===== config.mk =====
export PLATFORM = sky130hd
export DESIGN_NAME = qbus_dma_arbiter_flat
export DESIGN_NICKNAME = d
export VERILOG_FILES = /design/src/rtl/qbus_dma_arbiter_if.sv /design/src/rtl/qbus_dma_arbiter.sv /design/src/flat_wrapper.sv
export SDC_FILE = /design/constraint.sdc
export NUM_CORES = 1
export LEC_CHECK = 0
export CORE_MARGIN = 2
export CORE_UTILIZATION = 27
export DETAILED_ROUTE_END_ITERATION = 16
export GPL_TIMING_DRIVEN = 0
export PLACE_DENSITY = 0.86
export SYNTH_ARGS = -nofsm -noshare
export SYNTH_HDL_FRONTEND = slang
export SYNTH_SLANG_ARGS = --single-unit

===== constraint.sdc =====
create_clock -name clk -period 1.85 [get_ports clk]
set_input_delay 0.37 -clock clk [delete_from_list [all_inputs] [get_ports clk]]
set_output_delay 0.37 -clock clk [all_outputs]
set_load 0.05 [all_outputs]

===== src/rtl/qbus_dma_arbiter_if.sv =====
// qbus_dma_arbiter_if
//   Bundles the device-controller side and the bus-engine side of the QBUS
//   DMA arbiter. Signal names match the original flat port list.
//   Device side : dev_read_req, dev_write_req, dev_tal, dev_tdl (to arbiter)
//                 dev_bus_master, dev_complete, dev_nxm         (from arbiter)
//   Engine side : dma_read_req, dma_write_req, TAL, TDL         (from arbiter)
//                 dma_bus_master, dma_complete, dma_nxm         (to arbiter)
//   Status      : grant_id (owner index, 0 when idle), busy
//   modport master : arbiter view; modport slave : environment view.
interface qbus_dma_arbiter_if #(
  parameter int unsigned NREQ   = 2,
  parameter int unsigned ADDR_W = 22,
  parameter int unsigned DATA_W = 16
);
  logic [NREQ-1:0]        dev_read_req;
  logic [NREQ-1:0]        dev_write_req;
  logic [NREQ*ADDR_W-1:0] dev_tal;
  logic [NREQ*DATA_W-1:0] dev_tdl;
  logic [NREQ-1:0]        dev_bus_master;
  logic [NREQ-1:0]        dev_complete;
  logic [NREQ-1:0]        dev_nxm;
  logic                   dma_read_req;
  logic                   dma_write_req;
  logic [ADDR_W-1:0]      TAL;
  logic [DATA_W-1:0]      TDL;
  logic                   dma_bus_master;
  logic                   dma_complete;
  logic                   dma_nxm;
  logic [2:0]             grant_id;
  logic                   busy;

  modport master (
    input  dev_read_req, dev_write_req, dev_tal, dev_tdl,
           dma_bus_master, dma_complete, dma_nxm,
    output dev_bus_master, dev_complete, dev_nxm,
           dma_read_req, dma_write_req, TAL, TDL, grant_id, busy
  );

  modport slave (
    output dev_read_req, dev_write_req, dev_tal, dev_tdl,
           dma_bus_master, dma_complete, dma_nxm,
    input  dev_bus_master, dev_complete, dev_nxm,
           dma_read_req, dma_write_req, TAL, TDL, grant_id, busy
  );
endinterface


===== src/rtl/qbus_dma_arbiter.sv =====
// qbus_dma_arbiter
//   Shares one QBUS DMA master interface between NREQ device controllers.
//   Round-robin grant, one owner at a time; address/data/status are steered
//   between the bus engine and the owner.
//   Ports: clk (20 MHz QBUS clock), reset_n (async active-low),
//          bus (qbus_dma_arbiter_if.master, all handshake/bus signals).
//   Optional: define QSIC_DMA_BURST_EN to let an owner keep the bus for up to
//   8 consecutive completed words.
module qbus_dma_arbiter #(
  parameter int unsigned NREQ   = 2,
  parameter int unsigned ADDR_W = 22,
  parameter int unsigned DATA_W = 16
) (
  input  logic              clk,
  input  logic              reset_n,
  qbus_dma_arbiter_if.master bus
);

  typedef enum logic [1:0] {IDLE, REQ, XFER, GAP} state_t;

  state_t            state, state_d;
  logic [2:0]        owner, owner_d;
  logic [2:0]        rr_ptr, rr_d, rr_step;
  logic              rd_r, wr_r, rd_d, wr_d;
  logic [NREQ-1:0]   req;
  logic [NREQ-1:0]   own_oh;
  logic              own_rd, own_wr;
  logic [ADDR_W-1:0] own_tal;
  logic [DATA_W-1:0] own_tdl;
  logic              any_req, hi_found;
  logic [2:0]        lo_pick, hi_pick, pick;
  logic              granted;
`ifdef QSIC_DMA_BURST_EN
  logic [2:0]        burst_cnt, burst_d;
`endif

  assign req = bus.dev_read_req | bus.dev_write_req;

  // Owner's request, address and data, selected by the registered owner.
  always_comb begin
    own_oh  = '0;
    own_rd  = 1'b0;
    own_wr  = 1'b0;
    own_tal = '0;
    own_tdl = '0;
    for (int unsigned i = 0; i < NREQ; i++) begin
      if (owner == 3'(i)) begin
        own_oh[i] = 1'b1;
        own_rd    = bus.dev_read_req[i];
        own_wr    = bus.dev_write_req[i];
        own_tal   = bus.dev_tal[i*ADDR_W +: ADDR_W];
        own_tdl   = bus.dev_tdl[i*DATA_W +: DATA_W];
      end
    end
  end

  // Rotating priority as two scans: first requester at or above rr_ptr,
  // else the lowest requester overall (the wrapped part of the rotation).
  always_comb begin
    any_req  = 1'b0;
    hi_found = 1'b0;
    lo_pick  = '0;
    hi_pick  = '0;
    for (int unsigned i = 0; i < NREQ; i++) begin
      if (req[i]) begin
        if (!any_req) begin
          any_req = 1'b1;
          lo_pick = 3'(i);
        end
        if (!hi_found && (3'(i) >= rr_ptr)) begin
          hi_found = 1'b1;
          hi_pick  = 3'(i);
        end
      end
    end
    pick = hi_found ? hi_pick : lo_pick;
  end

  assign rr_step = (owner == 3'(NREQ-1)) ? 3'd0 : owner + 3'd1;

  always_comb begin
    state_d = state;
    owner_d = owner;
    rr_d    = rr_ptr;
    rd_d    = 1'b0;
    wr_d    = 1'b0;
`ifdef QSIC_DMA_BURST_EN
    burst_d = burst_cnt;
`endif
    unique case (state)
      IDLE: begin
        if (any_req) begin
          owner_d = pick;
          state_d = REQ;
`ifdef QSIC_DMA_BURST_EN
          burst_d = '0;
`endif
        end
      end
      REQ: begin
        // Read has priority when the owner asks for both.
        rd_d = own_rd;
        wr_d = own_wr & ~own_rd;
        if (!(own_rd | own_wr)) begin
          rd_d    = 1'b0;
          wr_d    = 1'b0;
          state_d = IDLE;
        end else if (bus.dma_bus_master && (rd_r | wr_r)) begin
          state_d = XFER;
        end
      end
      XFER: begin
        rd_d = rd_r;
        wr_d = wr_r;
        if (bus.dma_complete | bus.dma_nxm) begin
          rd_d = 1'b0;
          wr_d = 1'b0;
`ifdef QSIC_DMA_BURST_EN
          // Re-entering REQ gives the single-cycle request drop the engine
          // needs between burst words.
          if (bus.dma_complete && !bus.dma_nxm && (own_rd | own_wr) &&
              (burst_cnt != 3'd7)) begin
            state_d = REQ;
            burst_d = burst_cnt + 3'd1;
          end else begin
            state_d = GAP;
            rr_d    = rr_step;
          end
`else
          state_d = GAP;
          rr_d    = rr_step;
`endif
        end
      end
      GAP: state_d = IDLE;
      default: state_d = IDLE;
    endcase
  end

  always_ff @(posedge clk or negedge reset_n) begin
    if (!reset_n) begin
      state  <= IDLE;
      owner  <= '0;
      rr_ptr <= '0;
      rd_r   <= 1'b0;
      wr_r   <= 1'b0;
`ifdef QSIC_DMA_BURST_EN
      burst_cnt <= '0;
`endif
    end else begin
      state  <= state_d;
      owner  <= owner_d;
      rr_ptr <= rr_d;
      rd_r   <= rd_d;
      wr_r   <= wr_d;
`ifdef QSIC_DMA_BURST_EN
      burst_cnt <= burst_d;
`endif
    end
  end

  assign granted            = (state == REQ) || (state == XFER);
  assign bus.busy           = granted;
  assign bus.grant_id       = granted ? owner : 3'd0;
  assign bus.dma_read_req   = rd_r;
  assign bus.dma_write_req  = wr_r;
  assign bus.TAL            = granted ? own_tal : '0;
  assign bus.TDL            = granted ? own_tdl : '0;
  assign bus.dev_bus_master = ((state == XFER) && bus.dma_bus_master) ? own_oh : '0;
  assign bus.dev_complete   = ((state == XFER) && bus.dma_complete) ? own_oh : '0;
  assign bus.dev_nxm        = ((state == XFER) && bus.dma_nxm) ? own_oh : '0;

endmodule


===== src/flat_wrapper.sv =====
// flat-port wrapper written by rule: the top's interface ports become plain ports
module qbus_dma_arbiter_flat 
#(
  parameter int unsigned NREQ   = 2,
  parameter int unsigned ADDR_W = 22,
  parameter int unsigned DATA_W = 16
)
  (clk, reset_n, bus_dev_read_req, bus_dev_write_req, bus_dev_tal, bus_dev_tdl, bus_dma_bus_master, bus_dma_complete, bus_dma_nxm, bus_dev_bus_master, bus_dev_complete, bus_dev_nxm, bus_dma_read_req, bus_dma_write_req, bus_TAL, bus_TDL, bus_grant_id, bus_busy);
  qbus_dma_arbiter_if #(.NREQ(NREQ), .ADDR_W(ADDR_W), .DATA_W(DATA_W)) bus_i ();
  input  logic clk;
  input  logic reset_n;
  input wire logic [$bits(bus_i.dev_read_req)-1:0] bus_dev_read_req;
  input wire logic [$bits(bus_i.dev_write_req)-1:0] bus_dev_write_req;
  input wire logic [$bits(bus_i.dev_tal)-1:0] bus_dev_tal;
  input wire logic [$bits(bus_i.dev_tdl)-1:0] bus_dev_tdl;
  input wire logic [$bits(bus_i.dma_bus_master)-1:0] bus_dma_bus_master;
  input wire logic [$bits(bus_i.dma_complete)-1:0] bus_dma_complete;
  input wire logic [$bits(bus_i.dma_nxm)-1:0] bus_dma_nxm;
  output wire logic [$bits(bus_i.dev_bus_master)-1:0] bus_dev_bus_master;
  output wire logic [$bits(bus_i.dev_complete)-1:0] bus_dev_complete;
  output wire logic [$bits(bus_i.dev_nxm)-1:0] bus_dev_nxm;
  output wire logic [$bits(bus_i.dma_read_req)-1:0] bus_dma_read_req;
  output wire logic [$bits(bus_i.dma_write_req)-1:0] bus_dma_write_req;
  output wire logic [$bits(bus_i.TAL)-1:0] bus_TAL;
  output wire logic [$bits(bus_i.TDL)-1:0] bus_TDL;
  output wire logic [$bits(bus_i.grant_id)-1:0] bus_grant_id;
  output wire logic [$bits(bus_i.busy)-1:0] bus_busy;
  assign bus_i.dev_read_req = bus_dev_read_req;
  assign bus_i.dev_write_req = bus_dev_write_req;
  assign bus_i.dev_tal = bus_dev_tal;
  assign bus_i.dev_tdl = bus_dev_tdl;
  assign bus_i.dma_bus_master = bus_dma_bus_master;
  assign bus_i.dma_complete = bus_dma_complete;
  assign bus_i.dma_nxm = bus_dma_nxm;
  assign bus_dev_bus_master = bus_i.dev_bus_master;
  assign bus_dev_complete = bus_i.dev_complete;
  assign bus_dev_nxm = bus_i.dev_nxm;
  assign bus_dma_read_req = bus_i.dma_read_req;
  assign bus_dma_write_req = bus_i.dma_write_req;
  assign bus_TAL = bus_i.TAL;
  assign bus_TDL = bus_i.TDL;
  assign bus_grant_id = bus_i.grant_id;
  assign bus_busy = bus_i.busy;
  qbus_dma_arbiter #(.NREQ(NREQ), .ADDR_W(ADDR_W), .DATA_W(DATA_W)) u_core (.clk(clk), .reset_n(reset_n), .bus(bus_i));
endmodule

Word level (Yosys, flattened, before mapping) --
Index checks and enable logic that the tools add are counted.
Cells by class: divide/modulo/power cells 0, eq/ne operators 7, shift operators 0, add/subtract/negate cells 1, reductions and logical operators 12, $lt $le $gt $ge 2, $mul 0, bitwise gates (word level) 6, mux-type cells 38
Operator list (count):
- 22-bit 2-to-1 mux | 3
- 16-bit 2-to-1 mux | 3
- 1-bit 2-to-1 mux | 17
- 3-bit 2-to-1 mux | 5
- 2-bit 2-to-1 mux | 7
- 2-bit case mux with 4 select lines | 1
- 1-bit by 3-bit >= comparator with 1-bit output, first input constant | 2
- 1-bit logical AND | 5
- 2-bit == test, second input constant | 2
- 2-bit by 1-bit inequality test with 1-bit output, second input constant | 2
- 1-bit case mux with 2 select lines | 2
- 2-bit AND reduction | 2
- 3-bit by 1-bit adder with 3-bit output, second input constant | 1
- 3-bit by 1-bit == test with 1-bit output, second input constant | 1
- 3-bit logical NOT | 1
- 3-bit inequality test, second input constant | 1
- 1-bit OR | 3
- 3-bit AND reduction | 1
- 2-bit by 1-bit == test with 1-bit output, second input constant | 1
- 2-bit logical NOT | 1
- 2-bit OR | 1
- 1-bit bitwise AND | 1
- 1-bit logical NOT | 1
- 1-bit logical OR | 1
- 1-bit inverter | 1
Storage, ports and cells: RAM bits 0, memories kept 0, word-level logic and storage cells 71, register bits after elaboration 10, latch bits 0, bits in read-only memories 0, input bits 85

Logic depth before layout (Yosys ltp) --
depth in word-level cells 8, gate-level depth with buffers 6

Worst setup path after synthesis --
OpenSTA, ideal clock, no wires.
path type flip-flop to output port, from reg u_core.state[0], to out bus_TDL[10], required time 1.480 ns, cell stages (with the launch flop) 6, path slack -0.784 ns, arrival 2.264 ns, path through dfrtp_1 -> inv_1 -> ha_1 -> clkbuf_1 -> clkbuf_1 -> nor2b_1
On the way: word-level cells in the longest chain between the ends 3
Ends and longest elaborated chain:
- start: declaration | RTL line qbus_dma_arbiter.sv:21 | state_t state, state_d;
- start signal: assignment | RTL line qbus_dma_arbiter.sv:151 | state <= state_d;
- 2-bit by 1-bit == test with 1-bit output or 2-bit == test (tied branches) | RTL line qbus_dma_arbiter.sv:162 | assign granted = (state == REQ) || (state == XFER);
- 1-bit logical OR * | RTL line qbus_dma_arbiter.sv:162
- net bus_busy | RTL line flat_wrapper.sv:27 | output wire logic [$bits(bus_i.busy)-1:0] bus_busy;
- 16-bit 2-to-1 mux * | RTL line qbus_dma_arbiter.sv:168 | assign bus.TDL = granted ? own_tdl : '0;
- end: declaration | RTL line flat_wrapper.sv:25 | output wire logic [$bits(bus_i.TDL)-1:0] bus_TDL;
The timed path passes the listed nets; every way through them passes the cells marked *.

Final worst setup path --
from reg u_core.state[0], to out bus_grant_id[0]
On the way: word-level cells in the longest chain between the ends 3
Ends and longest elaborated chain:
- 2-bit by 1-bit == test with 1-bit output or 2-bit == test (tied branches) | RTL line qbus_dma_arbiter.sv:162
- 1-bit logical OR * | RTL line qbus_dma_arbiter.sv:162
- 3-bit 2-to-1 mux * | RTL line qbus_dma_arbiter.sv:164 | assign bus.grant_id = granted ? owner : 3'd0;
- end: declaration | RTL line flat_wrapper.sv:26 | output wire logic [$bits(bus_i.grant_id)-1:0] bus_grant_id;
Every way passes the cells marked *; elsewhere a longest branch is shown, timed or not.

==> metrics.yaml <==
status: "complete, but fails checks"
violations: "setup timing"
h-tree-depth: 1
clock_skew_ps: 3.64
dpl.hpwl_um: 3970
netlist_area_um2: 1140
setup_violations: 14
die_area_um2: 4780
cts_buffers: 3
layout-drive-gt1-share_pct: 46.1
drv_slew: 0
finalHoldViolations: 0
worst_slack_ps: -54.1
grt_usage_pct: 19.7
setup_tns_ps: -279
end_kind: "output port"
reg2reg_slack_ps: 340
async_reset_ff_share_pct: 100
grt_start_max_net_pins: 11
cp.arrival_ps: 1530
rsz0062_at_grt: "yes"
synth.largest_area_cell: "mux2i_1"
die_w_um: 69.1
antenna_found_initial: 0
drt_pass1_iterations: 4
vias: 1591
worstPathMaxFanout: 6
start_util_pct: 28.4
wl_um: 5200
cts_buffer_depth: 2
crit_start: "u_core.state[0]$_DFFE_PN0P_"
remaining_drc_errors: 0
postSynthAreaPerCell_um2: 8.36
ioPinCount: 135
row_count: 23
root_buffer: "clkbuf_8"
peakVddDrop_mv: 1.28
cts_tree: "built"
grt_pass1_wl_um: 7730
ant_nets: 0
max_cap_viol_count: 0
fmax_mhz: 525
place_ws_ps: -590
dominantRegCellSynth: "dfrtp_1"
r2r-end: "u_core.state[1]$_DFFE_PN0P_"
avgRoutedWirePerCell_um: 15.7
clk_pin_slew_ps: 40
yosysWarnings: 0
num-nets-final: 372
synth_area_leaders: "mux2i_1, nor2b_1, dfrtp_1, ha_1, a21oi_2"
endpoint: "bus_grant_id[0]"
p_per_area_nw_per_um2: 2020
r2r-start: "u_core.state[1]$_DFFE_PN0P_"
fin_crit_sh_pct: 103
clock_sinks: 6
synth_cell_types: 28
port_buffers: 132
netlist_instances: 137
required_ps: 1480
min_path_type: "in2async"
fp.dieH_um: 69.1
synth_common_cells: "mux2i_1, nor2b_1, dfrtp_1"
gp_congestion: 0.741
leakage_nw: 1.35
postLayoutCoreUtil_pct: 75.7
yosys.area.top_type_share_pct: 34.1
syn_to_final_growth_pct: 166
viasPerCell: 4.79
yosysSeqAreaShare_pct: 13.1
critical_path_class: "reg2out"
synth_edf_count: 0
antenna_cells_inserted: 0
min_period_ps: 1900
start_kind: "flip-flop"
core_um2: 4030
ys_ff_latch: 6
drt_iter0_markers: 53
grt_overflow: 0
clock_latency_ps: 230
grt_pass1_vias: 1668
reg2reg_depth: 6
-- cell families after synthesis --
logic type	share of synthesized area, %
flip-flops	13.1
other	0.328
AND/OR/NAND/NOR	32.0
buffers and inverters	7.54
multiplexers	34.1
adder cells (fa/ha/maj)	3.28
AO/OA/AOI/OAI	9.62
-- critical path, stage by stage (launching register included) --
cell and delay (ps):
dfrtp_2 430, inv_4 90, ha_4 220, buf_8 130, clkbuf_16 140, and2_4 150, buf_8 140
-- placed cells by master, fill, tap and decap left out, types with 4 or more instances in the layout --
| cell type | n |
|---|---|
| o21ai_0 | 5 |
| mux2i_1 | 30 |
| clkdlybuf4s50_1 | 86 |
| buf_6 | 32 |
| dfrtp_1 | 4 |
| clkbuf_4 | 7 |
| nor2b_2 | 25 |
| buf_2 | 4 |
| mux2i_4 | 6 |
| buf_8 | 5 |
| buf_4 | 13 |
| nor2b_4 | 14 |
-- sequential cells by signal, indices dropped and copies added, names as in the netlist --
register and count:
u_core.owner 1, u_core.state 2, u_core.bus.dma_write_req 1, u_core.bus.dma_read_req 1
u_core.rr_ptr 1
-- final cells by class --
class / instances / area (um2)
Timing Repair Buffer: 142 / 1440
Multi-Input combinational cell: 117 / 1190
Fill cell: 299 / 980
Sequential cell: 6 / 153
Buffer: 11 / 143
Tap cell: 50 / 62.6
Clock buffer: 3 / 41.3
Inverter: 3 / 13.8
-- through the flow --
stage / std cells / total power [mW] / hold WS, ps / cell area, um2
floorplan: 138 / 3.76 / 74.4 / 1320
global placement: 320 / 5.10 / 469 / 2710
detailed placement: 320 / 5.14 / 473 / 2710
CTS: 326 / 5.59 / 403 / 2800
global route: 332 / 6.43 / 410 / 3050
finish: 332 / 6.17 / 391 / 3050
-- timing repair --
| item | 4_1_cts | 5_1_grt |
|---|---|---|
| pin swaps | 0 | 1 |
| buffers inserted | 2 | 5 |
| setup endpoints to repair | 46 | 41 |
| gates resized for setup | 303 | 49 |
| gates cloned | 1 | 2 |
| hold buffers | 0 | 0 |
-- power by group --
group          switching [mW]  internal, mW
registers              0.0625         0.193
logic                    3.12          2.59
clock network          0.0611         0.140
-- worst min-delay path by stage --
stage                                     endpoint  slack [ps]  depth (start not counted)
6_report              u_core.rr_ptr[0]$_DFFE_PN0P_         390                          1
3_3_place_gp          u_core.rr_ptr[0]$_DFFE_PN0P_         470                          2
2_1_floorplan  u_core.bus.dma_read_req$_DFFE_PN0P_          70                          0
3_5_place_dp          u_core.rr_ptr[0]$_DFFE_PN0P_         470                          2
4_1_cts               u_core.rr_ptr[0]$_DFFE_PN0P_         400                          1
5_1_grt        u_core.bus.dma_read_req$_DFFE_PN0P_         410                          1
-- layer usage --
| metal | part of all wire [%] | up-vias | global-route usage (%) |
|---|---|---|---|
| met5 | 0 | - | 0 |
| met4 | 2.9 | 0 | 5.23 |
| met3 | 8.2 | 18 | 7.16 |
| met2 | 57 | 79 | 39.1 |
| met1 | 32 | 730 | 18.8 |
| li1 | - | 764 | - |
Note: power is estimated with default switching activity, not from simulation.
